## src/rtl/adc_rx_pkg.sv

```systemverilog
// Shared types and helpers for the LVDS ADC receive path: alignment FSM states,
// default frame word and sample-width derivation.
package adc_rx_pkg;

    typedef enum logic [1:0] {
        ST_HUNT,
        ST_SETTLE,
        ST_CHECK,
        ST_LOCKED
    } align_state_e;

    localparam logic [6:0] DEFAULT_FRAME_PATTERN = 7'b1111000;

    function automatic int sample_width(input int lanes, input int ser);
        return lanes * ser;
    endfunction

    function automatic logic [7:0] sat_inc8(input logic [7:0] value);
        return (value == 8'hFF) ? value : value + 8'd1;
    endfunction

endpackage

```

## src/rtl/adc_sample_format.sv

```systemverilog
// Combinational per-channel formatter: offset-binary pass-through (zero-extended)
// or conversion to two's complement (MSB inverted, sign-extended).
module adc_sample_format #(
    parameter int SAMPLE_W = 14,
    parameter int OUT_W    = 16
) (
    input  logic [SAMPLE_W-1:0] raw,
    input  logic                twos_comp,
    output logic [OUT_W-1:0]    word
);

    logic signed [SAMPLE_W-1:0] flipped;

    always_comb begin
        flipped = raw ^ (SAMPLE_W'(1) << (SAMPLE_W - 1));
        if (twos_comp) begin
            word = OUT_W'(flipped);
        end else begin
            word = OUT_W'(raw);
        end
    end

endmodule

```

## src/rtl/adc_frame_aligner.sv

```systemverilog
// Frame alignment and sample unpacking behind the SERDES: hunts the frame word via
// bitslip, tracks lock, and registers formatted per-channel samples with a valid strobe.
module adc_frame_aligner
    import adc_rx_pkg::*;
#(
    parameter int             NUM_CH        = 2,
    parameter int             LANES         = 2,
    parameter int             SER           = 7,
    parameter int             OUT_W         = 16,
    parameter logic [SER-1:0] FRAME_PATTERN = SER'(DEFAULT_FRAME_PATTERN),
    parameter int             LOCK_CNT      = 16,
    parameter int             ERR_LIMIT     = 4,
    parameter int             SLIP_WAIT     = 3
) (
    input  logic                          clk,
    input  logic                          reset_n,
    input  logic [SER-1:0]                frame_in,
    input  logic [NUM_CH*LANES*SER-1:0]   lane_in,
    input  logic                          twos_comp,
    input  logic                          resync,
    output logic                          bitslip,
    output logic [NUM_CH*OUT_W-1:0]       data_out,
    output logic                          data_valid,
    output logic                          locked,
    output logic                          align_fail,
    output logic [7:0]                    slip_count,
    output logic [7:0]                    unlock_count
);

    localparam int SAMPLE_W = sample_width(LANES, SER);
    localparam int MATCH_W  = $clog2(LOCK_CNT + 1);
    localparam int ERR_W    = $clog2(ERR_LIMIT + 1);
    localparam int SETTLE_W = (SLIP_WAIT > 1) ? $clog2(SLIP_WAIT) : 1;

    localparam logic [MATCH_W-1:0]  LOCK_TARGET = MATCH_W'(LOCK_CNT);
    localparam logic [ERR_W-1:0]    ERR_TARGET  = ERR_W'(ERR_LIMIT);
    localparam logic [SETTLE_W-1:0] SETTLE_LAST = SETTLE_W'((SLIP_WAIT > 0) ? SLIP_WAIT - 1 : 0);
    localparam logic [7:0]          FAIL_SLIPS  = 8'(2 * SER);

    align_state_e          state_q, state_d;
    logic [MATCH_W-1:0]    match_cnt_q, match_cnt_d;
    logic [ERR_W-1:0]      err_cnt_q, err_cnt_d;
    logic [SETTLE_W-1:0]   settle_cnt_q, settle_cnt_d;
    logic [7:0]            slip_count_q, slip_count_d;
    logic [7:0]            unlock_count_q, unlock_count_d;
    logic                  align_fail_q, align_fail_d;
    logic                  bitslip_q, bitslip_d;
    logic                  locked_q, locked_d;
    logic                  data_valid_q, data_valid_d;
    logic [NUM_CH*OUT_W-1:0] data_out_q, data_out_d;
    logic [NUM_CH*OUT_W-1:0] fmt_word;
    logic                  match;
    logic                  do_slip;

    assign match = (frame_in == FRAME_PATTERN);

    for (genvar c = 0; c < NUM_CH; c++) begin : g_ch
        adc_sample_format #(
            .SAMPLE_W (SAMPLE_W),
            .OUT_W    (OUT_W)
        ) u_fmt (
            .raw       (lane_in[c*LANES*SER +: SAMPLE_W]),
            .twos_comp (twos_comp),
            .word      (fmt_word[c*OUT_W +: OUT_W])
        );
    end

    always_comb begin
        // NOTE: every signal written here gets a default first, so no latch is inferred.
        state_d        = state_q;
        match_cnt_d    = match_cnt_q;
        err_cnt_d      = err_cnt_q;
        settle_cnt_d   = settle_cnt_q;
        slip_count_d   = slip_count_q;
        unlock_count_d = unlock_count_q;
        align_fail_d   = align_fail_q;
        bitslip_d      = 1'b0;
        do_slip        = 1'b0;

        if (resync) begin
            state_d      = ST_HUNT;
            match_cnt_d  = '0;
            err_cnt_d    = '0;
            settle_cnt_d = '0;
            slip_count_d = '0;
            align_fail_d = 1'b0;
        end else begin
            unique case (state_q)
                ST_HUNT: begin
                    if (match) begin
                        match_cnt_d = MATCH_W'(1);
                        state_d     = (LOCK_CNT <= 1) ? ST_LOCKED : ST_CHECK;
                    end else begin
                        do_slip = 1'b1;
                    end
                end
                ST_SETTLE: begin
                    if (settle_cnt_q == SETTLE_LAST) begin
                        state_d = ST_HUNT;
                    end else begin
                        settle_cnt_d = settle_cnt_q + 1'b1;
                    end
                end
                ST_CHECK: begin
                    if (match) begin
                        match_cnt_d = match_cnt_q + 1'b1;
                        if (match_cnt_d == LOCK_TARGET) begin
                            state_d = ST_LOCKED;
                        end
                    end else begin
                        do_slip = 1'b1;
                    end
                end
                ST_LOCKED: begin
                    if (match) begin
                        err_cnt_d = '0;
                    end else begin
                        err_cnt_d = err_cnt_q + 1'b1;
                        if (err_cnt_d == ERR_TARGET) begin
                            state_d        = ST_HUNT;
                            err_cnt_d      = '0;
                            match_cnt_d    = '0;
                            slip_count_d   = '0;
                            unlock_count_d = sat_inc8(unlock_count_q);
                        end
                    end
                end
                default: state_d = ST_HUNT;
            endcase

            // A slip always restarts the match run and the settle window.
            if (do_slip) begin
                bitslip_d    = 1'b1;
                slip_count_d = sat_inc8(slip_count_q);
                match_cnt_d  = '0;
                settle_cnt_d = '0;
                state_d      = (SLIP_WAIT == 0) ? ST_HUNT : ST_SETTLE;
            end

            if (state_d != ST_LOCKED && slip_count_d >= FAIL_SLIPS) begin
                align_fail_d = 1'b1;
            end
        end

        locked_d     = (state_d == ST_LOCKED);
        data_valid_d = (state_q == ST_LOCKED) && match;
        data_out_d   = fmt_word;
    end

    always_ff @(posedge clk) begin
        // NOTE: state is updated with non-blocking assignments so every flop samples pre-edge values.
        if (!reset_n) begin
            state_q        <= ST_HUNT;
            match_cnt_q    <= '0;
            err_cnt_q      <= '0;
            settle_cnt_q   <= '0;
            slip_count_q   <= '0;
            unlock_count_q <= '0;
            align_fail_q   <= 1'b0;
            bitslip_q      <= 1'b0;
            locked_q       <= 1'b0;
            data_valid_q   <= 1'b0;
            data_out_q     <= '0;
        end else begin
            state_q        <= state_d;
            match_cnt_q    <= match_cnt_d;
            err_cnt_q      <= err_cnt_d;
            settle_cnt_q   <= settle_cnt_d;
            slip_count_q   <= slip_count_d;
            unlock_count_q <= unlock_count_d;
            align_fail_q   <= align_fail_d;
            bitslip_q      <= bitslip_d;
            locked_q       <= locked_d;
            data_valid_q   <= data_valid_d;
            data_out_q     <= data_out_d;
        end
    end

    assign bitslip      = bitslip_q;
    assign data_out     = data_out_q;
    assign data_valid   = data_valid_q;
    assign locked       = locked_q;
    assign align_fail   = align_fail_q;
    assign slip_count   = slip_count_q;
    assign unlock_count = unlock_count_q;

endmodule

```

## config.mk

```make
export PLATFORM = sky130hd
export DESIGN_NAME = adc_frame_aligner
export DESIGN_NICKNAME = d
export VERILOG_FILES = /design/src/rtl/adc_rx_pkg.sv /design/src/rtl/adc_sample_format.sv /design/src/rtl/adc_frame_aligner.sv
export SDC_FILE = /design/constraint.sdc
export NUM_CORES = 1
export LEC_CHECK = 0
export CORE_MARGIN = 3
export CORE_UTILIZATION = 30
export DETAILED_ROUTE_END_ITERATION = 8
export GPL_TIMING_DRIVEN = 1
export HOLD_SLACK_MARGIN = 0.06
export REMOVE_ABC_BUFFERS = 1
export SYNTH_ARGS = -nofsm -noshare
export SYNTH_HDL_FRONTEND = slang
export SYNTH_SLANG_ARGS = --single-unit
```

## constraint.sdc

```tcl
create_clock -name clk -period 4.3 [get_ports clk]
set_input_delay 0.645 -clock clk [delete_from_list [all_inputs] [get_ports clk]]
set_output_delay 0.645 -clock clk [all_outputs]
set_load 0.01 [all_outputs]
```

# --- Word-level counts from Yosys, hierarchy flattened ---
# Index checks and enable logic that the tools add are counted.
classes:
  n_addsub: 5
  magnitude_cmp: 1
  eq_ne: 15
  mux: 29
  n_bitwise: 7
  reduce_logical: 11
ops:
  columns: ["operator", "count"]
  rows:
  - ["$mux 8", 6]
  - ["$mux 14", 2]
  - ["$mux 5", 4]
  - ["$mux 2", 9]
  - ["$add 8x1->8 const B", 2]
  - ["$eq 8x8->1 const B", 2]
  - ["$pmux 5 s3", 1]
  - ["$ne 2x2->1 const B", 5]
  - ["$reduce_and 5->1", 2]
  - ["$eq 2x2->1 const B", 4]
  - ["$ge 8x4->1 const B", 1]
  - ["$pmux 2 s4", 1]
  - ["$eq 7x7->1 const B", 1]
  - ["$not 1->1", 7]
  - ["$mux 3", 2]
  - ["$add 5x1->5 const B", 1]
  - ["$eq 5x5->1 const B", 1]
  - ["$mux 1", 4]
  - ["$reduce_and 2->1", 2]
  - ["$reduce_or 2->1", 2]
  - ["$add 3x1->3 const B", 1]
  - ["$eq 3x3->1 const B", 1]
  - ["$reduce_bool 3->1", 1]
  - ["$reduce_or 3->1", 1]
  - ["other kinds (4)", 5]
word_totals:
  ff_bits: 63
  inputBits: 39
  out_inout_bits: 52
  wordCells: 80

# --- Logic depth before layout (Yosys ltp) ---
# Gate-level depths: netlist (run 1).
depth:
  ltp_word: 9
  depth_mapped: 8
  ltp_nobuf: 8

# --- By module ---
# Synthesis (run 1) repeated with hierarchy kept, for this count alone.
hier_totals:
  cells_unflattened: 295
  hier_area_um2: 2798.9
modules_own_cells:
  columns: ["mod", "instances", "cells_each", "area_per_inst_um2", "seq_area_each_um2"]
  rows:
  - ["adc_frame_aligner", 1, 261, 2548.7, 1281.2]
  - ["adc_sample_format", 2, 17, 125.1, 0.0]

# --- Worst setup path after synthesis (run 1) ---
# Ideal clock, no wire load.
synth_path:
  path_type: "input to register"
  start: "input port frame_in[6]"
  end: "register unlock_count_q[3], in the netlist unlock_count[3]"
  setup_time_ns: 0.070
  t_arrival_ns: 2.126
  required_ns: 4.230
  setup_slack_ns: 2.104
  path_stages: 6
  n_path_buf: 1
  path_cell_list: "and4_1 > and2_1 > or4_4 > buf_6 > or3_1 > a21boi_1"
synth_between:
  elab_chain_len: 3
synth_rtl:
  columns: ["element", "line", "rtl"]
  rows:
  - ["start, declared", "adc_frame_aligner.sv:17", "input logic [SER-1:0] frame_in,"]
  - ["$eq 7x7->1", "adc_frame_aligner.sv:55", "assign match = (frame_in == FRAME_PATTERN);"]
  - ["$not 1->1 (no source line)", null, null]
  - ["$reduce_and 5->1 (no source line)", null, null]
  - ["end signal, assigned", "adc_frame_aligner.sv:170", "unlock_count_q <= unlock_count_d;"]
  - ["end, declared", "adc_frame_aligner.sv:45", "logic [7:0] unlock_count_q, unlock_count_d;"]
# Every way passes these cells.
# A chain may end at the register's enable or synchronous reset.

# --- Final worst setup path (run 1) ---
layout_path:
  start: "input port frame_in[6]"
  end: "register align_fail_q, in the netlist align_fail"
layout_between:
  elab_chain_len: 8
  elab_cells_between_ends: 17
  cone_classes: "order compare: 1; eq/ne: 2; mux: 13; reduce/logical: 1"
layout_rtl:
  columns: ["element", "line", "rtl"]
  rows:
  - ["$eq 7x7->1 *", "adc_frame_aligner.sv:55", null]
  - ["$mux 1", "adc_frame_aligner.sv:90, adc_frame_aligner.sv:105", null]
  - ["$mux 1", null, null]
  - ["$mux 1", "adc_frame_aligner.sv:80", "if (resync) begin"]
  - ["$mux 8 / $mux 2 (equally long branches)", "adc_frame_aligner.sv:132", "if (do_slip) begin"]
  - ["$mux 8 / $mux 2 (equally long branches)", "adc_frame_aligner.sv:80", null]
  - ["$ge 8x4->1 / $ne 2x2->1 (equally long branches)", "adc_frame_aligner.sv:140", "if (state_d != ST_LOCKED && slip_count_d >= FAIL_SLIPS) begin"]
  - ["$logic_and 1x1->1 *", "adc_frame_aligner.sv:140", null]
  - ["end signal, assigned", "adc_frame_aligner.sv:171", "align_fail_q <= align_fail_d;"]
  - ["end, declared", "adc_frame_aligner.sv:46", "logic align_fail_q, align_fail_d;"]
# Mark *: on every way between the ends. The rest lies on a longest branch, timed or not. The select of a mux whose other input is x is not followed.

==> results of run 1 <==
final cells by class:
| type | instances | share of cell area, % |
|---|---|---|
| flip-flops and latches | 62 | 33.2 |
| multi-input cells | 195 | 32.4 |
| repair buffers | 91 | 24.3 |
| well taps | 102 | 3.41 |
| clock buffers | 9 | 3.31 |
| clock inverters | 7 | 2.75 |
| inverters | 6 | 0.603 |
placed cells by master, fill, tap and decap left out, types with 7 or more instances in the layout:
| master | count |
|---|---|
| clkdlybuf4s50_1 | 90 |
| dfxtp_1 | 62 |
| and2_1 | 35 |
| nor2_1 | 28 |
| nand2_1 | 16 |
| nor3_1 | 12 |
| nand3_1 | 12 |
| a21oi_1 | 9 |
| xor2_1 | 9 |
| o21ai_0 | 9 |
| clkbuf_8 | 9 |
| ha_1 | 7 |
through the flow:
| stage | hold slack (ns) | power (mW) |
|---|---|---|
| 2_1_floorplan | 0.452 | 0.647 |
| 3_3_place_gp | 0.466 | 0.728 |
| 3_5_place_dp | 0.485 | 0.730 |
| 4_1_cts | 0.493 | 1.32 |
| 5_1_grt | 0.526 | 1.35 |
| 6_report | 0.495 | 1.30 |
critical path, cell delays in order:
cell and delay (ns):
clkdlybuf4s50_1 0.41, and4_1 0.23, and2_1 0.29, nor3_1 0.63, o211ai_1 0.18, and4_1 0.23
a211oi_1 0.21
routing by layer:
layer | GRT usage, % | vias up | part of all wire, % | wire, µm
met4 | 4.79 | 0 | 0.91 | 57
met1 | 14.7 | 1043 | 41 | 2580
met5 | 0 | - | 0 | 0
met3 | 10.1 | 5 | 15 | 949
li1 | - | 1128 | - | -
met2 | 20.2 | 96 | 43 | 2670
state kept, by name (all words and copies together), names as in the netlist:
register and cells:
align_fail 1, bitslip 1, data_out 30, data_valid 1, err_cnt_q 3, locked 1, match_cnt_q 5, settle_cnt_q 2
slip_count 8, state_q 2, unlock_count 8
logic make-up after synthesis:
logic type,count (synthesis)
AND/OR/NAND/NOR,135
flip-flops,62
AO/OA/AOI/OAI,36
buffers and inverters,20
XOR/XNOR,12
adder cells (fa/ha/maj),7
multiplexers,5
worst max-delay path by stage:
stage / startpoint / endpoint / slack (ns) / cells past startpoint
floorplan: frame_in[6] / unlock_count[3]$_SDFFE_PN0P_ / 2.06 / 5
global placement: frame_in[6] / match_cnt_q[0]$_SDFFE_PP0P_ / 1.42 / 7
detailed placement: frame_in[6] / match_cnt_q[4]$_SDFFE_PP0P_ / 1.36 / 7
CTS: frame_in[6] / match_cnt_q[4]$_SDFFE_PP0P_ / 1.72 / 7
global route: frame_in[6] / align_fail$_SDFFE_PP0P_ / 1.53 / 7
finish: frame_in[6] / align_fail$_SDFFE_PP0P_ / 1.70 / 7
power breakdown:
| group | switching (mW) | internal, mW | leakage [nW] |
|---|---|---|---|
| Sequential | 0.00894 | 0.592 | 0.508 |
| Clock | 0.247 | 0.334 | 0.111 |
| Combinational | 0.0410 | 0.0730 | 0.770 |
==> run metrics, run 1 <==
endpoint class of the critical path flip-flop; layout cell share with drive strength beyond 1 7.84%; CTS tree built; Die ar. 0.00962 mm²; largest fanout on the critical path 13; post-synthesis mux area share 2.02%; Final period util 60.4%; Root Buffer clkbuf_8; hold_buf cts 0; cells after synthesis 277; Final GP Congestion 0.865; Yosys top cell by area dfxtp_1; Yosys warning total 0; status finished, final reports clean; Lkg Pwr 1.39 nW; Max Root-Sink Buffers 2; Worst-Margin Slew 0.687 ns; Core Rows 32; worst hold endpoint err_cnt_q[1]$_SDFFE_PP0P_; post-synthesis xor/xnor area fraction 4.13%; Storage cell area 0.00124 mm²; RSZ-0062 raised after global routing false; register area share after synthesis 48.8%; Die Height 98.1 µm; Clock Sink Count 62; clock slew at reported path FFs 0.07 ns; Post-synth EDFFs 0; final setup vio count 0; fin. max-slew vios 0; I/O Pins 91; Worst setup SP type input port; Max IR drop VDD 0.222 mV; Layout Nets 411; final core occ 46.9%; post-route cell area 0.00374 mm²; simple-gate share of the synthesized area 29.2%; Initial Util 31.9%; vias per cell 4.81; P&R area growth vs syn 46.9%; GR Overflow Total 0; vias in the first global route 2294; GRT Util Overall 13.5%; Routed Antenna Nets 0; setup tns final 0 ns; port bufs 90; First-pass DRT Iterations 8; final worst setup slack 1.70 ns; largest net degree at the start of global routing 36; Mapped Avg Cell Area 9.19 µm²; H-tree Lvls 3; DR WL/cell 13.3 µm; PostCTS Resize Cnt 0; DRT iter0 DRCs 90; fraction of registers with async set or reset after synthesis 0%; first-pass GRT wire length 10300 µm; WHS Path Cells 2; Synth Flop Type dfxtp_1; Clock Skews 0.00775 ns; Fillers 783; Synth Area in Compound Gates 8.80%; crit path kind in2reg; CP required 4.54 ns; Worst EP arrival 2.84 ns; HP Class reg2reg; HPWL Detailed 4600 µm; initial antenna violation count 0; die width 98.1 µm; n_diodes 0; Hold Crit Start err_cnt_q[1]$_SDFFE_PP0P_; Cell variety after synth 48; most frequent cell after synthesis dfxtp_1; Post-DP Area 0.00351 mm²; pwr dens 347 mW/mm²; post-synthesis adder-cell area fraction 3.44%; DRC violations left 0; Post-CTS Setup Inserts 0; Finished Layout Cells 472; top cells by count, synth 62 x dfxtp_1, 35 x and2_1, 28 x nor2_1; Max-Cap Viols 0; area fraction of the dominant cell type after synthesis 48.8%; cts bufs inserted 9; R2R cell count 7; Final Critical Period 2.60 ns; placed cell count 456; top post-synthesis cells by area dfxtp_1 49%, and2_1 8.6%, nor2_1 4.1%; Setup WS pre-CTS 1.36 ns; Hold Fails Final Rpt 0; core footprint 0.00797 mm²; worst skew pair latency 0.34 ns; vias after detailed routing 2272; reg-to-reg endpoint match_cnt_q[4]$_SDFFE_PP0P_; max_slew headroom 53.9%; Max Fclk 385 MHz; Syn Std Cell Area 0.00254 mm²; area of the multi-input gates 0.00121 mm²; Crit Reg-Reg Startpoint err_cnt_q[0]$_SDFFE_PP0P_; largest family of logic cells by synthesized area simple AND/OR/NAND/NOR gates; Total Wirelength 6260 µm; R2R setup slack 2.04 ns; #FFs+latches synth 62
Note: power is estimated with default switching activity, not from simulation.
==> run 2, diff against run 1 <==
- clock period: 4.3 -> 2.3 ns (I/O delays scaled with it)
==> run 2 against run 1 <==
Against the previous run:
- clock skew down 0.0015 ns
- register-to-register slack lost 1.9 ns
- sequential power grew 86%
- wire length up 0.42%
- first-iteration DRC count is 21% lower
==> run metrics, run 2 (same netlist as run 1, synthesis figures left out) <==
H-tree Lvls 3 (unchanged); placed cell count 470 (+3.1%); hold_buf cts 0 (unchanged); First-pass DRT Iterations 4 (-4); final setup vio count 0 (unchanged); post-route cell area 0.00384 mm² (+2.7%); crit path kind reg2reg; vias in the first global route 2263 (-1.4%); Flop pwr share 46.5% (+0.2 points); Worst-Margin Slew 0.581 ns (-0.106 ns); Max IR drop VDD 0.477 mV (+110%); Max Root-Sink Buffers 2 (unchanged); cts bufs inserted 9 (unchanged); Hold Fails Final Rpt 0 (unchanged); most frequent cells in the layout 90 x clkdlybuf4s50_1, 62 x dfxtp_1, 35 x and2_1; Worst EP arrival 2.41 ns (-0.43 ns); GR Overflow Total 0 (unchanged); die width 98.1 µm (unchanged); RSZ-0062 raised after global routing false; Post-DP Area 0.00362 mm² (+3.0%); DRC violations left 0 (unchanged); vias per cell 4.57 (-5.1%); max_slew headroom 61.0% (+7.1 points); Net Switching 522 µW (+75%); max FFs per register 30 (unchanged); Lkg Pwr 1.45 nW (+4.6%); Max Fclk 466 MHz; PostCTS Resize Cnt 0 (unchanged); DR WL/cell 12.9 µm (-2.5%); initial antenna violation count 0 (unchanged); internal power 1.89 mW (+89%); core footprint 0.00797 mm² (unchanged); CP required 2.57 ns (-1.97 ns); Root Buffer clkbuf_8; Final Critical Period 2.14 ns; Core Rows 32 (unchanged); Routed Antenna Nets 0 (unchanged); GRT Util Overall 14.1% (+0.58 points); vias after detailed routing 2219 (-2.3%); Layout Nets 425 (+3.4%); Sw Ratio 21.6% (-1.3 points); P&R area growth vs syn 50.8%; Max-Cap Viols 0 (unchanged); Initial Util 31.9% (unchanged); HPWL Detailed 4640 µm (+0.82%); CTS tree built; Final GP Congestion 0.844 (-2.4%); port bufs 90 (unchanged); clock slew at reported path FFs 0.07 ns (about the same); worst skew pair latency 0.33 ns (about the same); Final period util 93.3%; Clock Skews 0.00621 ns (-0.00153 ns); Die Height 98.1 µm (unchanged); I/O Pins 91 (unchanged); status finished, final reports clean; Finished Layout Cells 486 (+3.0%); Worst setup SP type flip-flop; Post-CTS Setup Inserts 0 (unchanged); first-pass GRT wire length 10800 µm (+4.5%); pwr dens 628 mW/mm² (+81%); n_diodes 0 (unchanged); Total Wirelength 6280 µm (+0.42%); endpoint class of the critical path flip-flop; Clock Power Share 44.1% (-0.8 points); part of the power in combinational logic 9.4% (+0.6 points); Clock Sink Count 62 (unchanged); layout cell share with drive strength beyond 1 11.2% (+3.4 points); Die ar. 0.00962 mm² (unchanged); commonest non-fill, non-tap cell in the layout clkdlybuf4s50_1; setup tns final 0 ns (unchanged); fin. max-slew vios 0 (unchanged); HP Class reg2reg; largest fanout on the critical path 9 (-4); DRT iter0 DRCs 71 (-21%); largest net degree at the start of global routing 37 (+2.8%)
[run 2: final timing paths]
path	startpoint	endpoint	slack [ns]	depth (start not counted)
worst min register to register	err_cnt_q[1]$_SDFFE_PP0P_	err_cnt_q[1]$_SDFFE_PP0P_	0.48	2
worst max register to register	err_cnt_q[0]$_SDFFE_PP0P_	unlock_count[3]$_SDFFE_PN0P_	0.16	6
worst max-delay path	err_cnt_q[0]$_SDFFE_PP0P_	unlock_count[3]$_SDFFE_PN0P_	0.16	6
worst min-delay path	err_cnt_q[1]$_SDFFE_PP0P_	err_cnt_q[1]$_SDFFE_PP0P_	0.48	2
[run 2: area by class of cell]
type | instances | area [µm²]
repair buffers | 105 | 1010
well taps | 102 | 128
multi-input cells | 195 | 1210
clock buffers | 10 | 138
inverters | 6 | 22.5
flip-flops and latches | 62 | 1240
fillers | 742 | 4130
clock inverters | 6 | 85.1
[run 2: worst max-delay path, stage by stage, from the launching register on]
cell	delay [ns]
dfxtp_1	0.38
ha_1	0.22
xor2_1	0.20
nand2_1	0.16
or4_4	0.61
or3_1	0.36
a21boi_1	0.15
[run 2: per-layer routing]
layer | routed length (µm) | vias up | track usage [%]
met5 | 0 | - | 0
met4 | 153 | 0 | 8.20
met3 | 867 | 13 | 7.79
met2 | 2430 | 92 | 19.5
met1 | 2830 | 965 | 16.9
li1 | - | 1149 | -
[run 2: per-stage QoR]
step	worst slack, ns	utilization (%)	power [mW]	hold slack (ns)
global route	0.00955	48.2	2.52	0.519
detailed placement	-0.0617	45.4	1.37	0.478
global placement	-0.0325	45.4	1.37	0.463
CTS	0.159	48.2	2.45	0.487
finish	0.155	48.2	2.41	0.482
floorplan	0.345	-	1.21	0.417
[run 2: power groups by stage]
stage / clock [mW] / combinational (mW) / sequential, mW
after detailed placement: 0 / 0.229 / 1.14
final: 1.06 / 0.226 / 1.12
after global routing: 1.15 / 0.247 / 1.12
after floorplan: 0 / 0.0468 / 1.16
after CTS: 1.10 / 0.230 / 1.12
after global placement: 0 / 0.228 / 1.14
==> run 3, diff against run 2 <==
- CORE_UTILIZATION: 30 -> 40
- PLACE_DENSITY: default -> 0.76
- SLEW_MARGIN: default -> 20
==> run 3 against run 2 <==
Against the previous run:
- count of clock-buffer cells in the layout is 2 higher
- global-route usage rose by 4.6 points
- wire length grew 3.3%
- critical path type unchanged
- first-iteration DRC count up 41%
- setup slack improved by 0.025 ns
- sequential cell count did not move
- total power is 3.2% lower
- clock skew is 0.00085 ns higher
- sequential power barely moved
==> run metrics, run 3 (same netlist as run 1, synthesis figures left out) <==
n_diodes 0 (unchanged); Hold Crit Start err_cnt_q[1]$_SDFFE_PP0P_; port bufs 90 (unchanged); setup tns final 0 ns (unchanged); Crit-path slowest cell or4b_2; Worst path max stage delay 0.65 ns (+0.04 ns); clock slew at reported path FFs 0.07 ns (about the same); die width 85.8 µm (-13%); H-tree Lvls 3 (unchanged); crit path kind reg2reg; cts bufs inserted 9 (unchanged); Worst EP arrival 2.36 ns (-0.05 ns); Lkg Pwr 1.44 nW (-0.76%); GRT Util Overall 18.7% (+4.6 points); GR Overflow Total 0 (unchanged); Clock Sink Count 62 (unchanged); internal power 1.81 mW (-3.9%); Layout Nets 424 (-0.24%); Final Power 2.33 mW (-3.2%); Fillers 533 (-28%); Sw Ratio 22.2% (+0.59 points); Clock Skews 0.00706 ns (+0.000850 ns); Net Switching 519 µW (-0.54%); Root Buffer clkbuf_8; pwr dens 615 mW/mm² (-1.9%); HP Class reg2reg; Final period util 92.2% (-1.1 points); largest net degree at the start of global routing 39 (+5.4%); Max Root-Sink Buffers 2 (unchanged); Initial Util 42.2% (+10 points); Max-Cap Viols 0 (unchanged); HPWL Detailed 4760 µm (+2.6%); First-pass DRT Iterations 4 (unchanged); vias after detailed routing 2301 (+3.7%); initial antenna violation count 0 (unchanged); hold_buf cts 0 (unchanged); worst hold endpoint err_cnt_q[1]$_SDFFE_PP0P_; Hold Fails Final Rpt 0 (unchanged); core footprint 0.00603 mm² (-24%); worst skew pair latency 0.33 ns (about the same); Core Rows 28 (-13%); most frequent cells in the layout 90 x clkdlybuf4s50_1, 62 x dfxtp_1, 35 x and2_1; R2R setup slack 0.18 ns (+0.02 ns); max FFs per register 30 (unchanged); fin. max-slew vios 0 (unchanged); DRC violations left 0 (unchanged); max_slew headroom 76.6% (+16 points); layout cell share with drive strength beyond 1 11.2% (+0.029 points); largest fanout on the critical path 8 (-1); final core occ 62.9% (+15 points); Worst-Margin Slew 0.348 ns (-0.233 ns); CP Cell Sequence ha_1 -> or4b_2 -> o21ai_0 -> o211ai_1 -> and4_1 -> a211oi_1; Clock Power Share 42.3% (-1.8 points); vias in the first global route 2369 (+4.7%); Crit Reg-Reg Startpoint slip_count[0]$_SDFF_PP0_; placed cell count 442 (-6.0%); DR WL/cell 14.2 µm (+9.6%); Worst setup SP type flip-flop; CTS tree built; Final Critical Period 2.12 ns (-0.0245 ns); commonest non-fill, non-tap cell in the layout clkdlybuf4s50_1; Routed Antenna Nets 0 (unchanged); DRT iter0 DRCs 100 (+41%); Final GP Congestion 0.802 (-5.1%); Max Fclk 472 MHz (+1.2%); final setup vio count 0 (unchanged); first-pass GRT wire length 10800 µm (+0.45%); R2R cell count 6 (unchanged); endpoint class of the critical path flip-flop; P&R area growth vs syn 48.9%; CP required 2.54 ns (-0.03 ns); reg-to-reg endpoint align_fail$_SDFFE_PP0P_; Finished Layout Cells 458 (-5.8%); part of the power in combinational logic 9.7% (+0.3 points); WHS Path Cells 2 (unchanged); status finished, final reports clean; Total Wirelength 6490 µm (+3.3%); Die Height 85.8 µm (-13%); Flop pwr share 48.0% (+1.5 points); RSZ-0062 raised after global routing false; I/O Pins 91 (unchanged); Max IR drop VDD 0.443 mV (-7.2%); Die ar. 0.00736 mm² (-24%); vias per cell 5.02 (+10%)
[run 3: layout make-up]
class / count / area [µm²] / area share, %
sequential: 62 / 1240 / 32.8
multi-input combinational: 195 / 1220 / 32.1
timing repair buffer: 104 / 1010 / 26.5
clock buffer: 12 / 155 / 4.09
tap: 75 / 93.8 / 2.48
clock inverter: 4 / 55.1 / 1.45
inverter: 6 / 22.5 / 0.594
[run 3: how the worst max path moves through the flow]
| stage | start | to | cells past startpoint |
|---|---|---|---|
| 2_1_floorplan | err_cnt_q[0]$_SDFFE_PP0P_ | unlock_count[3]$_SDFFE_PN0P_ | 6 |
| 3_5_place_dp | frame_in[6] | match_cnt_q[3]$_SDFFE_PP0P_ | 8 |
| 5_1_grt | err_cnt_q[0]$_SDFFE_PP0P_ | match_cnt_q[3]$_SDFFE_PP0P_ | 8 |
| 3_3_place_gp | frame_in[6] | unlock_count[3]$_SDFFE_PN0P_ | 6 |
| 6_report | slip_count[0]$_SDFF_PP0_ | align_fail$_SDFFE_PP0P_ | 6 |
| 4_1_cts | err_cnt_q[0]$_SDFFE_PP0P_ | match_cnt_q[3]$_SDFFE_PP0P_ | 8 |
[run 3: critical path: cells and delay by family, from the launching register on]
| family | cells | cell delay [ns] |
|---|---|---|
| flops | 1 | 0.36 |
| simple gates | 2 | 0.84 |
| fa+ha+maj | 1 | 0.31 |
| compound gates | 3 | 0.52 |
[run 3: through the flow]
step	hold slack, ns	cell area (µm²)	setup slack, ns
2_1_floorplan	0.417	2470	0.345
3_3_place_gp	0.465	3570	-0.00455
3_5_place_dp	0.483	3570	-0.0353
4_1_cts	0.491	3780	0.152
5_1_grt	0.508	3790	0.0104
6_report	0.489	3790	0.180
[run 3: power by group through the flow]
| stage | Combinational (mW) | Sequential, mW | Clock [mW] |
|---|---|---|---|
| 2_1_floorplan | 0.0468 | 1.16 | 0 |
| 3_3_place_gp | 0.225 | 1.14 | 0 |
| 3_5_place_dp | 0.227 | 1.14 | 0 |
| 4_1_cts | 0.229 | 1.12 | 1.01 |
| 5_1_grt | 0.244 | 1.12 | 1.07 |
| 6_report | 0.226 | 1.12 | 0.986 |
[run 3: repair_timing]
| item | in CTS | in global routing |
|---|---|---|
| endpoints found under the hold margin | 0 | 0 |
| resized for setup | 0 | 2 |
| setup endpoints to repair | 0 | 1 |
| setup buffers | 0 | 0 |
[run 3: metal layers]
| metal | vias to the layer above | wire, µm | GRT usage, % |
|---|---|---|---|
| li1 | 1149 | - | - |
| met3 | 7 | 871 | 11.2 |
| met2 | 108 | 2910 | 28.3 |
| met5 | - | 0 | 0 |
| met1 | 1037 | 2620 | 21.2 |
| met4 | 0 | 85 | 8.06 |
